### config.mk
export PLATFORM = sky130hd
export DESIGN_NAME = eth_udp_tx_build_flat
export DESIGN_NICKNAME = d
export VERILOG_FILES = /design/src/rtl/eth_pkg.sv /design/src/rtl/eth_udp_tx_build_if.sv /design/src/rtl/ipv4_csum_accum.sv /design/src/rtl/eth_udp_tx_build.sv /design/src/flat_wrapper.sv
export SDC_FILE = /design/constraint.sdc
export NUM_CORES = 1
export LEC_CHECK = 0
export CORE_MARGIN = 4
export CORE_UTILIZATION = 45
export DETAILED_ROUTE_END_ITERATION = 10
export GPL_TIMING_DRIVEN = 1
export PLACE_DENSITY_LB_ADDON = 0.08
export SETUP_SLACK_MARGIN = 0.05
export SYNTH_ARGS = -nofsm -noshare
export SYNTH_HDL_FRONTEND = slang
export SYNTH_SLANG_ARGS = --single-unit
### constraint.sdc
create_clock -name clk50 -period 7.5 [get_ports clk50]
set_input_delay 1.125 -clock clk50 [delete_from_list [all_inputs] [get_ports clk50]]
set_output_delay 1.125 -clock clk50 [all_outputs]
set_load 0.05 [all_outputs]
### src/rtl/eth_pkg.sv
// rtl/eth_pkg.sv - Ethernet/IPv4/UDP constants and transmit-builder state type
package eth_pkg;

    localparam logic [15:0] ETHERTYPE_IPV4 = 16'h0800;
    localparam logic [15:0] ETHERTYPE_ARP  = 16'h0806;
    localparam logic [7:0]  IP_PROTO_UDP   = 8'h11;

    localparam int ETH_HDR_LEN   = 14;
    localparam int IP_HDR_LEN    = 20;
    localparam int UDP_HDR_LEN   = 8;
    localparam int ETH_MIN_NOFCS = 60;
    localparam int HDR_LEN       = ETH_HDR_LEN + IP_HDR_LEN + UDP_HDR_LEN;

    typedef enum logic [2:0] {
        ST_IDLE,
        ST_CSUM,
        ST_HDR,
        ST_PAYLOAD,
        ST_PAD,
        ST_DONE
    } tx_state_t;

    // Index of the final frame byte; short frames are padded to the 60-byte minimum.
    function automatic logic [10:0] frame_last_idx(input logic [15:0] len);
        logic [15:0] total;
        total = 16'(HDR_LEN) + len;
        if (total < 16'(ETH_MIN_NOFCS))
            return 11'(ETH_MIN_NOFCS - 1);
        else
            return 11'(total - 16'd1);
    endfunction

endpackage

### src/rtl/eth_udp_tx_build_if.sv
// rtl/eth_udp_tx_build_if.sv - request, payload and frame-byte signals of the UDP transmit builder
interface eth_udp_tx_build_if;

    logic        start;
    logic [47:0] dst_mac;
    logic [31:0] dst_ip;
    logic [15:0] src_port;
    logic [15:0] dst_port;
    logic [15:0] payload_len;
    logic [7:0]  pl_data;
    logic        pl_valid;
    logic        pl_ready;
    logic [7:0]  tx_byte;
    logic        tx_valid;
    logic        tx_ready;
    logic        tx_last;
    logic        busy;
    logic        frame_sent;
    logic        len_err;

    modport master (
        output start, dst_mac, dst_ip, src_port, dst_port, payload_len,
        output pl_data, pl_valid, tx_ready,
        input  pl_ready, tx_byte, tx_valid, tx_last, busy, frame_sent, len_err
    );

    modport slave (
        input  start, dst_mac, dst_ip, src_port, dst_port, payload_len,
        input  pl_data, pl_valid, tx_ready,
        output pl_ready, tx_byte, tx_valid, tx_last, busy, frame_sent, len_err
    );

endinterface

### src/rtl/ipv4_csum_accum.sv
// rtl/ipv4_csum_accum.sv - ones-complement 16-bit word accumulator for IPv4-style header checksums
module ipv4_csum_accum (
    input  logic        clk,
    input  logic        rst_n,
    input  logic        i_clear,
    input  logic        i_add_word,
    input  logic [15:0] i_word,
    input  logic        i_fold,
    output logic [15:0] o_csum
);

    logic [19:0] r_sum;
    logic [15:0] r_csum;
    logic [16:0] w_fold1;
    logic [16:0] w_fold2;

    // Two end-around carry folds are enough for up to 16 words in a 20-bit sum.
    assign w_fold1 = {1'b0, r_sum[15:0]} + {13'd0, r_sum[19:16]};
    assign w_fold2 = {1'b0, w_fold1[15:0]} + {16'd0, w_fold1[16]};

    always_ff @(posedge clk) begin
        if (!rst_n) begin
            r_sum  <= '0;
            r_csum <= '0;
        end else begin
            if (i_clear)
                r_sum <= '0;
            else if (i_add_word)
                r_sum <= r_sum + {4'd0, i_word};
            if (i_fold)
                r_csum <= ~w_fold2[15:0];
        end
    end

    assign o_csum = r_csum;

endmodule

### src/rtl/eth_udp_tx_build.sv
// rtl/eth_udp_tx_build.sv - builds one Ethernet II / IPv4 / UDP frame per request, streamed bytewise to the MAC
module eth_udp_tx_build
    import eth_pkg::*;
#(
    parameter logic [47:0] LOCAL_MAC   = 48'h02_00_00_00_00_01,
    parameter logic [31:0] LOCAL_IP    = 32'hC0A8_0132,
    parameter logic [7:0]  TTL         = 8'd64,
    parameter logic [15:0] MAX_PAYLOAD = 16'd1472
) (
    input  logic              clk50,
    input  logic              rst_n,
    eth_udp_tx_build_if.slave bus
);

    tx_state_t   r_state, w_state_nxt;
    logic [3:0]  r_cyc;
    logic [10:0] r_byte_idx;
    logic [10:0] r_pl_cnt;
    logic [10:0] r_last_idx;
    logic [15:0] r_len;
    logic [15:0] r_ip_id;
    logic [15:0] r_src_port;
    logic [15:0] r_dst_port;
    logic [47:0] r_dst_mac;
    logic [31:0] r_dst_ip;
    logic [7:0]  r_tx_byte;
    logic        r_tx_valid;
    logic        r_tx_last;
    logic        r_len_err;

    logic        w_load_en;
    logic        w_last_pend;
    logic        w_start_ok;
    logic        w_start_bad;
    logic        w_pl_ready;
    logic        w_load;
    logic        w_drop;
    logic        w_pl_take;
    logic        w_csum_add;
    logic        w_csum_fold;
    logic [7:0]  w_byte;
    logic [7:0]  w_hdr_byte;
    logic [5:0]  w_hdr_sel;
    logic [15:0] w_total_len;
    logic [15:0] w_udp_len;
    logic [15:0] w_csum_word;
    logic [15:0] w_csum;
    logic [335:0] w_hdr;

    assign w_total_len = r_len + 16'(IP_HDR_LEN + UDP_HDR_LEN);
    assign w_udp_len   = r_len + 16'(UDP_HDR_LEN);

    // Whole 42-byte header as one big-endian vector; byte 0 sits in the top bits.
    assign w_hdr = {r_dst_mac, LOCAL_MAC, ETHERTYPE_IPV4,
                    8'h45, 8'h00, w_total_len, r_ip_id, 16'h4000,
                    TTL, IP_PROTO_UDP, w_csum, LOCAL_IP, r_dst_ip,
                    r_src_port, r_dst_port, w_udp_len, 16'h0000};
    assign w_hdr_sel  = 6'(HDR_LEN - 1) - r_byte_idx[5:0];
    assign w_hdr_byte = w_hdr[{w_hdr_sel, 3'b000} +: 8];

    assign w_load_en   = !r_tx_valid || bus.tx_ready;
    assign w_last_pend = r_tx_valid && r_tx_last;
    assign w_start_ok  = bus.start && (r_state == ST_IDLE) && (bus.payload_len <= MAX_PAYLOAD);
    assign w_start_bad = bus.start && (r_state == ST_IDLE) && (bus.payload_len > MAX_PAYLOAD);
    assign w_pl_ready  = (r_state == ST_PAYLOAD) && w_load_en && ({5'd0, r_pl_cnt} < r_len);

    always_comb begin
        w_csum_word = 16'h0000;
        case (r_cyc)
            4'd0:    w_csum_word = 16'h4500;
            4'd1:    w_csum_word = w_total_len;
            4'd2:    w_csum_word = r_ip_id;
            4'd3:    w_csum_word = 16'h4000;
            4'd4:    w_csum_word = {TTL, IP_PROTO_UDP};
            4'd6:    w_csum_word = LOCAL_IP[31:16];
            4'd7:    w_csum_word = LOCAL_IP[15:0];
            4'd8:    w_csum_word = r_dst_ip[31:16];
            4'd9:    w_csum_word = r_dst_ip[15:0];
            default: w_csum_word = 16'h0000;
        endcase
    end

    ipv4_csum_accum u_csum (
        .clk        (clk50),
        .rst_n      (rst_n),
        .i_clear    (w_start_ok),
        .i_add_word (w_csum_add),
        .i_word     (w_csum_word),
        .i_fold     (w_csum_fold),
        .o_csum     (w_csum)
    );

    always_ff @(posedge clk50) begin
        if (!rst_n)
            r_state <= ST_IDLE;
        else
            r_state <= w_state_nxt;
    end

    always_comb begin
        w_state_nxt = r_state;
        w_load      = 1'b0;
        w_drop      = 1'b0;
        w_pl_take   = 1'b0;
        w_byte      = 8'h00;
        w_csum_add  = 1'b0;
        w_csum_fold = 1'b0;
        case (r_state)
            ST_IDLE: begin
                if (w_start_ok)
                    w_state_nxt = ST_CSUM;
            end
            ST_CSUM: begin
                if (r_cyc == 4'd10) begin
                    w_csum_fold = 1'b1;
                    w_state_nxt = ST_HDR;
                end else begin
                    w_csum_add = 1'b1;
                end
            end
            ST_HDR, ST_PAYLOAD, ST_PAD: begin
                // Once the final byte is in the register, only its transfer matters.
                if (w_last_pend) begin
                    if (bus.tx_ready) begin
                        w_drop      = 1'b1;
                        w_state_nxt = ST_DONE;
                    end
                end else if (w_load_en) begin
                    if (r_state == ST_HDR) begin
                        w_load = 1'b1;
                        w_byte = w_hdr_byte;
                        if (r_byte_idx == 11'(HDR_LEN - 1))
                            w_state_nxt = (r_len == 16'd0) ? ST_PAD : ST_PAYLOAD;
                    end else if (r_state == ST_PAYLOAD) begin
                        if (bus.pl_valid && w_pl_ready) begin
                            w_load    = 1'b1;
                            w_pl_take = 1'b1;
                            w_byte    = bus.pl_data;
                            if ((({5'd0, r_pl_cnt} + 16'd1) == r_len) &&
                                (r_len < 16'(ETH_MIN_NOFCS - HDR_LEN)))
                                w_state_nxt = ST_PAD;
                        end else begin
                            w_drop = 1'b1;
                        end
                    end else begin
                        w_load = 1'b1;
                        w_byte = 8'h00;
                    end
                end
            end
            ST_DONE: begin
                w_state_nxt = ST_IDLE;
            end
            default: begin
                w_state_nxt = ST_IDLE;
            end
        endcase
    end

    always_ff @(posedge clk50) begin
        if (!rst_n) begin
            r_cyc      <= '0;
            r_byte_idx <= '0;
            r_pl_cnt   <= '0;
            r_last_idx <= '0;
            r_len      <= '0;
            r_ip_id    <= '0;
            r_src_port <= '0;
            r_dst_port <= '0;
            r_dst_mac  <= '0;
            r_dst_ip   <= '0;
            r_tx_byte  <= '0;
            r_tx_valid <= 1'b0;
            r_tx_last  <= 1'b0;
            r_len_err  <= 1'b0;
        end else begin
            r_len_err <= w_start_bad;
            if (w_start_ok) begin
                r_dst_mac  <= bus.dst_mac;
                r_dst_ip   <= bus.dst_ip;
                r_src_port <= bus.src_port;
                r_dst_port <= bus.dst_port;
                r_len      <= bus.payload_len;
                r_last_idx <= frame_last_idx(bus.payload_len);
                r_cyc      <= '0;
                r_byte_idx <= '0;
                r_pl_cnt   <= '0;
            end
            if (r_state == ST_CSUM)
                r_cyc <= r_cyc + 4'd1;
            if (w_load) begin
                r_tx_byte  <= w_byte;
                r_tx_valid <= 1'b1;
                r_tx_last  <= (r_byte_idx == r_last_idx);
                r_byte_idx <= r_byte_idx + 11'd1;
            end else if (w_drop) begin
                r_tx_valid <= 1'b0;
                r_tx_last  <= 1'b0;
            end
            if (w_pl_take)
                r_pl_cnt <= r_pl_cnt + 11'd1;
            if (r_state == ST_DONE)
                r_ip_id <= r_ip_id + 16'd1;
        end
    end

    assign bus.pl_ready   = w_pl_ready;
    assign bus.tx_byte    = r_tx_byte;
    assign bus.tx_valid   = r_tx_valid;
    assign bus.tx_last    = r_tx_last;
    assign bus.busy       = (r_state != ST_IDLE);
    assign bus.frame_sent = (r_state == ST_DONE);
    assign bus.len_err    = r_len_err;

endmodule

### src/flat_wrapper.sv
// flat-port wrapper written by rule: the top's interface ports become plain ports
module eth_udp_tx_build_flat import eth_pkg::*;
#(
    parameter logic [47:0] LOCAL_MAC   = 48'h02_00_00_00_00_01,
    parameter logic [31:0] LOCAL_IP    = 32'hC0A8_0132,
    parameter logic [7:0]  TTL         = 8'd64,
    parameter logic [15:0] MAX_PAYLOAD = 16'd1472
)
  (clk50, rst_n, bus_start, bus_dst_mac, bus_dst_ip, bus_src_port, bus_dst_port, bus_payload_len, bus_pl_data, bus_pl_valid, bus_tx_ready, bus_pl_ready, bus_tx_byte, bus_tx_valid, bus_tx_last, bus_busy, bus_frame_sent, bus_len_err);
  eth_udp_tx_build_if bus_i ();
  input  logic clk50;
  input  logic rst_n;
  input wire logic [$bits(bus_i.start)-1:0] bus_start;
  input wire logic [$bits(bus_i.dst_mac)-1:0] bus_dst_mac;
  input wire logic [$bits(bus_i.dst_ip)-1:0] bus_dst_ip;
  input wire logic [$bits(bus_i.src_port)-1:0] bus_src_port;
  input wire logic [$bits(bus_i.dst_port)-1:0] bus_dst_port;
  input wire logic [$bits(bus_i.payload_len)-1:0] bus_payload_len;
  input wire logic [$bits(bus_i.pl_data)-1:0] bus_pl_data;
  input wire logic [$bits(bus_i.pl_valid)-1:0] bus_pl_valid;
  input wire logic [$bits(bus_i.tx_ready)-1:0] bus_tx_ready;
  output wire logic [$bits(bus_i.pl_ready)-1:0] bus_pl_ready;
  output wire logic [$bits(bus_i.tx_byte)-1:0] bus_tx_byte;
  output wire logic [$bits(bus_i.tx_valid)-1:0] bus_tx_valid;
  output wire logic [$bits(bus_i.tx_last)-1:0] bus_tx_last;
  output wire logic [$bits(bus_i.busy)-1:0] bus_busy;
  output wire logic [$bits(bus_i.frame_sent)-1:0] bus_frame_sent;
  output wire logic [$bits(bus_i.len_err)-1:0] bus_len_err;
  assign bus_i.start = bus_start;
  assign bus_i.dst_mac = bus_dst_mac;
  assign bus_i.dst_ip = bus_dst_ip;
  assign bus_i.src_port = bus_src_port;
  assign bus_i.dst_port = bus_dst_port;
  assign bus_i.payload_len = bus_payload_len;
  assign bus_i.pl_data = bus_pl_data;
  assign bus_i.pl_valid = bus_pl_valid;
  assign bus_i.tx_ready = bus_tx_ready;
  assign bus_pl_ready = bus_i.pl_ready;
  assign bus_tx_byte = bus_i.tx_byte;
  assign bus_tx_valid = bus_i.tx_valid;
  assign bus_tx_last = bus_i.tx_last;
  assign bus_busy = bus_i.busy;
  assign bus_frame_sent = bus_i.frame_sent;
  assign bus_len_err = bus_i.len_err;
  eth_udp_tx_build #(.LOCAL_MAC(LOCAL_MAC), .LOCAL_IP(LOCAL_IP), .TTL(TTL), .MAX_PAYLOAD(MAX_PAYLOAD)) u_core (.clk50(clk50), .rst_n(rst_n), .bus(bus_i));
endmodule
==> results of run 1 <==
## final timing paths
path	startpoint	to	slack, ps	cells after the start
setup / recovery	u_core.r_len[5]	bus_pl_ready	2830	6
hold / removal	u_core.r_src_port[4]	u_core.r_src_port[4]	450	2
setup reg to reg	u_core.r_len[4]	u_core.u_csum.r_sum[18]	3210	15
hold reg to reg	u_core.r_src_port[4]	u_core.r_src_port[4]	450	2
## cells by family (layout without fill, tap and decap cells)
kind of cell / Yosys count / in the layout / share of synthesized area, %
compound gates: 495 / 495 / 21.17
xor+xnor: 115 / 115 / 7.151
fa+ha+maj: 57 / 57 / 5.135
buf+inv: 155 / 248 / 4.682
flops: 231 / 231 / 32.83
mux: 52 / 52 / 5.668
simple gates: 723 / 723 / 23.36
## tightest hold or removal path, delay by kind of cell, from the launching register on
kind	cells	cell delay, ps
simple gates	1	50
compound gates	1	50
flops	1	300
## state kept, by name, summed over array words and instances (netlist names), 3 cells and up
name and flops:
u_core.r_dst_port 16, u_core.r_byte_idx 11, u_core.u_csum.o_csum 16, u_core.r_cyc 4, u_core.r_len 16, u_core.r_state 3, u_core.r_dst_ip 32, u_core.r_src_port 16
u_core.r_pl_cnt 11, u_core.r_last_idx 11, u_core.r_ip_id 16, u_core.r_dst_mac 48, u_core.u_csum.r_sum 20, u_core.bus.tx_byte 8
## cells in the mapped netlist, drive strengths merged, types with 14 or more instances
cell type / count
a211oi: 20
a21o: 14
a21oi: 244
and3: 27
buf: 47
clkbuf: 77
dfxtp: 231
ha: 53
inv: 28
mux2i: 28
mux4: 22
nand2: 373
nand3: 63
nor2: 126
nor2b: 15
nor3: 27
o21ai: 100
or3: 16
xnor2: 67
xor2: 48
## layer usage
layer	routed length (um)	GRT usage, %
met1	20390	35.83
met2	19470	39.16
met3	2835	3.751
met4	1483	7.604
met5	0	0
## power groups by stage
stage               clock network [W]  registers, W  logic [W]
finish                        0.00135       0.00130   0.000570
global route                  0.00142       0.00130   0.000622
CTS                           0.00137       0.00130   0.000569
detailed placement                  0       0.00132   0.000566
global placement                    0       0.00132   0.000564
floorplan                           0       0.00131   0.000371
## through the flow
step           instances  cell area (sq um)  worst slack (ps)  power [W]
2_1_floorplan       1828              14080              3984   0.001686
3_3_place_gp        2269              15710              3257   0.001887
3_5_place_dp        2269              15710              3226   0.001890
4_1_cts             2317              16620              2849   0.003241
5_1_grt             2317              16620              2698   0.003346
6_report            2317              16620              2830   0.003213
## area by class of cell
| cell class | count | area [sq um] |
|---|---|---|
| Fill cell | 2986 | 14130 |
| Multi-Input combinational cell | 1442 | 8813 |
| Sequential cell | 231 | 4629 |
| Timing Repair Buffer | 169 | 1654 |
| Clock buffer | 37 | 774.5 |
| Tap cell | 396 | 495.5 |
| Clock inverter | 11 | 135.1 |
| Inverter | 31 | 118.9 |
==> impl_metrics.py, run 1 <==
metrics = {
    "synth": {
        "synth_edf_count": 0,
        "synth_warnings": 0,
        "synth.distinct_cells": 90,
        "synth_fp_nets": 2024,
        "async_flop_share_pct": 0,
        "synth_seq_cells": 231,
        "synthCells": 1828,
        "ys_seq_area_share_pct": 32.83,
        "yosysTopAreaCellShare_pct": 32.83,
        "synth_ff_type": "dfxtp_1",
        "synth_area_leaders": "dfxtp_1 (33%), nand2_1 (9.9%), a21oi_1 (8.5%), ha_1 (4.7%), xnor2_1 (4.2%)",
        "avgSynthCellArea_sq_um": 7.705,
        "synth_top_cell_by_area": "dfxtp_1",
        "synth_area_sq_mm": 0.01408,
    },
    "worst_setup_path": {
        "crit_slowest_cell": "clkdlybuf4s50_1",
        "cp_top_family": "buffers and inverters",
        "crit_chain": "inv_1, ha_1, a211o_1, nor3_1, o21a_1, clkdlybuf4s50_1",
        "critPathMaxFanout": 13,
        "cp.required_ps": 6380,
        "max_stage_delay_ps": 820,
        "setup.worst_path.start_class": "register",
        "critPathKind": "reg -> out",
        "endpoint_kind": "primary output",
        "crit_buf_inv": 2,
        "cp.arrival_ps": 3540,
    },
    "sta": {
        "rsz0062_at_grt": "no",
        "post-route-period-util_pct": 62.26,
        "min_period_ps": 4670,
        "finalSetupTns_ps": 0,
        "slew_headroom_pct": 26.51,
        "skew_ps": 10.35,
        "worstMarginPinSlew_ps": 1102,
        "report.final.slew_viol_count": 0,
        "fmaxAchievable_ghz": 0.2141,
        "finalSetupViolations": 0,
        "hold_ws_ps": 449.1,
        "hold_viol": 0,
    },
    "status": {
        "outcome": "completed",
    },
    "routing": {
        "viasPerCell": 5.815,
        "num_vias": 13470,
        "drt_iter0_drc": 1225,
        "first_pass_iters": 6,
        "drt.antenna.violating_nets": 0,
        "drc": 0,
        "wl_per_cell_um": 19.07,
        "wl_um": 44190,
    },
    "power": {
        "p_per_area_mw_per_mm2": 193.3,
        "power_frac_seq_pct": 40.4,
        "leakage_nw": 5.707,
        "p_clk_share_pct": 41.9,
        "p_sw_w": 0.0009051,
        "power_frac_comb_pct": 17.7,
        "p_int_w": 0.002308,
        "ir_drop_mv": 0.1409,
        "switching_share_pct": 28.17,
    },
    "run": {
        "drv_cap": 0,
    },
    "cts": {
        "postCtsSetupBuffers": 0,
        "postCtsHoldBufs": 0,
        "clkTransAtPathRegs_ps": 60,
        "cts_tree": "done",
        "cts_made_buffers": 27,
        "cts_resized": 0,
        "cts_root_buf": "clkbuf_16",
        "cts.path.max_buffers": 3,
        "cts_htree_levels": 1,
        "worstSkewPairLatency_ps": 540,
        "cts.sinks": 231,
    },
    "floorplanning": {
        "die_area_sq_mm": 0.03419,
        "core_sq_mm": 0.03075,
        "row_count": 64,
        "initial_core_util_pct": 45.80,
        "die_h_um": 184.9,
        "die_w_um": 184.9,
        "io_pins": 155,
    },
    "place": {
        "hpwlAfterDp_um": 32070,
        "io_buffer_count": 154,
        "place_congestion": 0.9416,
    },
    "global_routing": {
        "antenna_found_initial": 0,
        "grt_pass1_vias": 12770,
        "grt_usage_pct": 25.03,
        "grt_pass1_wl_um": 69590,
        "overflow": 0,
        "grt_max_degree": 107,
    },
    "finish": {
        "syn_to_final_growth_pct": 18.01,
        "n_antenna_cell": 0,
        "utilization_pct": 54.05,
        "final_common_cell": "nand2_1",
        "layout_common_cells": "nand2_1 (372), a21oi_1 (240), dfxtp_1 (229), clkdlybuf4s50_1 (154), nor2_1 (121)",
        "drive_above_1_share_pct": 6.299,
        "nNetsFinal": 2098,
    },
    "worst_hold_path": {
        "min_path_type": "reg -> reg",
    },
}
Note: power is estimated with default switching activity, not from simulation.
==> run 2, diff against run 1 <==
Clock period 7.5 ns to 4.17 ns, I/O delays scaled along.
==> run 2 against run 1 <==
Non-clock buffer count up 13. Global-route usage up 0.66 points. Sequential power up 80%. Worst setup slack worse by 2500 ps. Clock power up 83%.
==> impl_metrics.py, run 2 (synthesis results as in run 1) <==
metrics = {
    "floorplanning": {
        "core_sq_mm": 0.03075,
        "die_h_um": 184.9,
        "io_pins": 155,
        "initial_core_util_pct": 45.80,
        "die_w_um": 184.9,
        "die_area_sq_mm": 0.03419,
        "row_count": 64,
    },
    "power": {
        "leakage_nw": 5.825,
        "power_frac_comb_pct": 17.9,
        "p_sw_w": 0.001640,
        "p_int_w": 0.004207,
        "power_frac_seq_pct": 39.9,
        "switching_share_pct": 28.05,
        "ir_drop_mv": 0.2532,
        "p_clk_share_pct": 42.2,
        "p_per_area_mw_per_mm2": 348.0,
    },
    "finish": {
        "n_antenna_cell": 0,
        "layout_common_cells": "nand2_1 (372), a21oi_1 (240), dfxtp_1 (229), clkdlybuf4s50_1 (153), nor2_1 (121)",
        "drive_above_1_share_pct": 7.132,
        "final_common_cell": "nand2_1",
        "largest-register": "u_core.r_dst_mac",
        "nNetsFinal": 2111,
        "syn_to_final_growth_pct": 19.31,
        "biggestRegsByFlops": "u_core.r_dst_mac (48), u_core.r_dst_ip (32), u_core.u_csum.r_sum (20)",
        "largest_reg_flops": 48,
    },
    "worst_setup_path": {
        "setup.worst_path.start_class": "register",
        "reg2regPathDepth": 14,
        "endpoint_kind": "register",
        "critPathKind": "reg -> reg",
        "rrSetupSlack_ps": 300,
        "cp.required_ps": 4600,
        "critPathMaxFanout": 13,
        "cp.arrival_ps": 4300,
    },
    "global_routing": {
        "antenna_found_initial": 1,
        "grt_max_degree": 135,
        "grt_usage_pct": 25.69,
        "grt_pass1_wl_um": 71010,
        "grt_pass1_vias": 13110,
        "overflow": 0,
    },
    "routing": {
        "wl_met1_um": 20630,
        "num_vias": 13630,
        "dr_wl_met3_um": 3372,
        "highest_layer": "met4",
        "wl_per_cell_um": 19.47,
        "first_pass_iters": 6,
        "drt_iter0_drc": 1196,
        "wl_um": 45400,
        "wl_met2_um": 19750,
        "viasPerCell": 5.848,
        "drt.antenna.violating_nets": 0,
        "drc": 0,
    },
    "status": {
        "outcome": "completed",
    },
    "cts": {
        "clkTransAtPathRegs_ps": 60,
        "cts_resized": 0,
        "postCtsHoldBufs": 0,
        "cts_htree_levels": 1,
        "postCtsSetupBuffers": 0,
        "worstSkewPairLatency_ps": 540,
        "cts_tree": "done",
        "cts.path.max_buffers": 3,
        "cts_root_buf": "clkbuf_16",
        "cts.sinks": 231,
        "cts_made_buffers": 27,
    },
    "worst_hold_path": {
        "whs_path_depth": 2,
        "min_path_type": "reg -> reg",
    },
    "sta": {
        "min_period_ps": 3871,
        "slew_headroom_pct": 30.50,
        "post-route-period-util_pct": 92.82,
        "hold_ws_ps": 452.1,
        "fmaxAchievable_ghz": 0.2584,
        "finalSetupTns_ps": 0,
        "rsz0062_at_grt": "yes",
        "finalSetupViolations": 0,
        "hold_viol": 0,
        "report.final.slew_viol_count": 0,
        "worstMarginPinSlew_ps": 1016,
        "skew_ps": 22.07,
    },
    "place": {
        "io_buffer_count": 154,
        "place_congestion": 0.9642,
        "hpwlAfterDp_um": 33230,
    },
    "run": {
        "drv_cap": 0,
    },
}
## run 2: cell count changes in the layout (fill, tap and decap cells not counted), sizes merged
| cell | previous run | this run |
|---|---|---|
| buf | 15 | 28 |
| clkdlybuf4s50 | 154 | 153 |
| clkinv | 8 | 7 |
| clkbuf | 37 | 40 |
| dlymetal6s2s | 0 | 1 |
| clkinvlp | 2 | 1 |
## run 2: per-stage QoR
stage	std cells	util [%]	instance area, sq um	power, W	setup WS, ps
finish	2331	54.65	16800	0.005848	299.4
global route	2331	54.65	16800	0.006091	37.52
CTS	2331	54.57	16780	0.005884	67.09
detailed placement	2282	51.53	15850	0.003412	171.6
global placement	2282	51.53	15850	0.003407	333.1
floorplan	1828	-	14080	0.003032	653.9
## run 2: worst paths after layout
check,from,endpoint
worst min register to register,u_core.r_dst_port[0],u_core.r_dst_port[0]
worst min-delay path,u_core.r_dst_port[0],u_core.r_dst_port[0]
worst max-delay path,u_core.r_cyc[0],u_core.u_csum.r_sum[17]
worst max register to register,u_core.r_cyc[0],u_core.u_csum.r_sum[17]
## run 2: metal layers
layer | up-vias | global-route usage (%)
li1 | 6629 | -
met1 | 6388 | 35.90
met2 | 510 | 39.61
met3 | 104 | 5.224
met4 | 0 | 9.014
met5 | - | 0
## run 2: power groups by stage
stage / registers (W) / clock network (W) / logic (W)
finish: 0.00234 / 0.00247 / 0.00104
CTS: 0.00233 / 0.00252 / 0.00103
global placement: 0.00238 / 0 / 0.00103
floorplan: 0.00236 / 0 / 0.000668
global route: 0.00234 / 0.00260 / 0.00115
detailed placement: 0.00238 / 0 / 0.00103
## run 2: final cells by class
class	instances	area (sq um)
clock inverters	9	126.4
inverters	31	118.9
well taps	396	495.5
repair buffers	182	1792
multi-input cells	1442	8837
flip-flops and latches	231	4629
fillers	3039	13940
clock buffers	40	805.8
## run 2: worst max-delay path, cell delays in order, from the launching register on
cell      delay, ps
dfxtp_1         400
inv_1           100
ha_1            300
and2_1          330
a222oi_1        510
o21ai_0         180
ha_1            380
nand2_1          70
o21ai_0         320
a41oi_2         220
o31ai_1         380
a21oi_1         150
a21boi_0        230
xnor2_1         140
nor2_1           50
==> RTL edit (flow settings as in run 2) <==
The 6 states of `tx_state_t` get a one-hot encoding in 6 bits.
--- a/src/rtl/eth_pkg.sv
+++ b/src/rtl/eth_pkg.sv
@@ -13,9 +13,9 @@
 
-    typedef enum logic [2:0] {
-        ST_IDLE,
-        ST_CSUM,
-        ST_HDR,
-        ST_PAYLOAD,
-        ST_PAD,
-        ST_DONE
+    typedef enum logic [5:0] {
+        ST_IDLE    = 6'b000001,
+        ST_CSUM    = 6'b000010,
+        ST_HDR     = 6'b000100,
+        ST_PAYLOAD = 6'b001000,
+        ST_PAD     = 6'b010000,
+        ST_DONE    = 6'b100000
     } tx_state_t;
Formal check against the unedited RTL: no difference found for any inputs over 10 cycles, from zero or initial values and one cycle with rst_n low; not proved beyond that.
==> RTL edit against run 2 <==
Wire length up 5.5%; setup slack worse by 0.062 ns; clock skew rose by 0.032 ns; area after synthesis is 1.9% higher; highest routed layer unchanged; design area rose by 2.1%; sequential cell count rose by 3.
Power is not compared: it rests on default switching activity, and its combinational part moved more than twofold at a synthesized area within 25%.
==> RTL edit: results (changes against run 2) <==
The biggest cell delay along the critical path was 0.40 ns (-0.11 ns); the final hold slack was 0.453 ns (+0.000502 ns). Number of cell instances on the worst register-to-register path: 16 (+2). In this run the critical register-to-register path is captured at u_core.u_csum.r_sum[18].

The share of layout cells above drive strength 1 was 7.71% (+0.58 points). The final worst-path setup slack was 0.238 ns (-0.0618 ns); the clock distribution area overhead in the final layout was 5.13% (-0.42 points). The logs give 0 (-1) for the number of antenna violations at the first check in global routing and 26.1% (+0.41 points) for the global-route usage over all layers. By area the synthesized netlist is led by sky130_fd_sc_hd__dfxtp_1 33%, sky130_fd_sc_hd__nand2_1 9.7%, sky130_fd_sc_hd__a21oi_1 7.9%, sky130_fd_sc_hd__ha_1 4.6%, sky130_fd_sc_hd__mux4_2 3.5%. The number of detailed-route iterations in the first pass came out at 8 (+2). The placement-stage cell area was 16300 sq um (+2.7%).

The largest net degree at the start of global routing came out at 134 (-0.74%). The count of clock buffers in the final design was 38 (-5.0%). The sequential element share of the synthesized area was 32.6% (-0.21 points). The proportion of cell area occupied by multi-input gates was 52.5% (-0.054 points). The logs give 21400 um (+3.6%) for the length of routed wiring on met1 and 2068 (+2.2%) for the total nets after synthesis. The commonest cells after synthesis are 372 x sky130_fd_sc_hd__nand2_1, 234 x sky130_fd_sc_hd__dfxtp_1, 227 x sky130_fd_sc_hd__a21oi_1.

The total CTS buffers is 28 (+3.7%). Worst-margin pin slew: 0.825 ns (-0.191 ns). Met2 usage in global routing: 41.6% (+2.0 points).

Met2 wire length: 21600 um (+9.1%). The logs give 4.33 ns (+0.03 ns) for the arrival time at the worst endpoint and 1872 (+2.4%) for the cell count after synthesis. The distinct cell type count after synthesis was 91 (+1.1%). The tools report the launching element of the worst setup path as u_core.r_cyc[1]. The completed layout was analyzed and its total power is 0.00488 W.

The run finished with clean final reports. The run gives 2399 (+2.9%) as the non-filler instance count after layout. The tools report the worst-skew pair later-pin latency as 0.58 ns (+0.04 ns). The run gives 1475 (+2.3%) as the multi-input combinational cell count. The first-iteration detailed-routing DRC count is 1257 (+5.1%). The wire length on met3 was 3430 um (+1.7%).

The register share of the cell area was 27.3% (-0.23 points). The average footprint of a synthesized cell was 7.67 sq um (-0.46%). The number of cells after detailed placement is 2349 (+2.9%). The maximum fanout count along the critical path works out to 12 (-1). The non-clock inverter instance count of the final layout came out at 38 (+23%). The end-of-flow core utilization came out at 54.4% (-0.25 points).
RTL edit: cell types whose count changed in the layout (fill, tap and decap cells not counted), moves of 8 or more:
| cell | before | now |
|---|---|---|
| sky130_fd_sc_hd__buf_4 | 25 | 43 |
| sky130_fd_sc_hd__inv_1 | 28 | 36 |
| sky130_fd_sc_hd__mux2i_1 | 28 | 17 |
| sky130_fd_sc_hd__xnor2_1 | 66 | 52 |
| sky130_fd_sc_hd__o22ai_1 | 13 | 2 |
| sky130_fd_sc_hd__nor4_1 | 7 | 20 |
| sky130_fd_sc_hd__nor3_1 | 26 | 42 |
| sky130_fd_sc_hd__a21oi_1 | 240 | 227 |
RTL edit: worst min path at each step:
stage               cells past startpoint               endpoint                   from
finish                                  2   u_core.r_dst_mac[31]   u_core.r_dst_mac[31]
global route                            2   u_core.r_src_port[9]   u_core.r_src_port[9]
CTS                                     2    u_core.r_dst_mac[6]    u_core.r_dst_mac[6]
detailed placement                      2    u_core.r_dst_mac[6]    u_core.r_dst_mac[6]
global placement                        2  u_core.r_dst_port[12]  u_core.r_dst_port[12]
floorplan                               2   u_core.r_last_idx[6]   u_core.r_last_idx[6]
RTL edit: critical path, delay by kind of cell, from the launching register on:
family / cells / cell delay, ns
XOR/XNOR: 1 / 0.17
flip-flops: 1 / 0.39
buffers and inverters: 2 / 0.25
AO/OA/AOI/OAI: 9 / 2.09
AND/OR/NAND/NOR: 2 / 0.21
adder cells (fa/ha/maj): 2 / 0.62
RTL edit: logic make-up (layout without fill, tap and decap cells):
group | count (synthesis) | in the layout | share of synthesized area (%)
compound gates | 492 | 492 | 21.1
simple gates | 781 | 781 | 25.2
fa+ha+maj | 55 | 55 | 4.90
xor+xnor | 101 | 101 | 6.16
buf+inv | 163 | 288 | 4.84
flops | 234 | 234 | 32.6
mux | 46 | 46 | 5.19
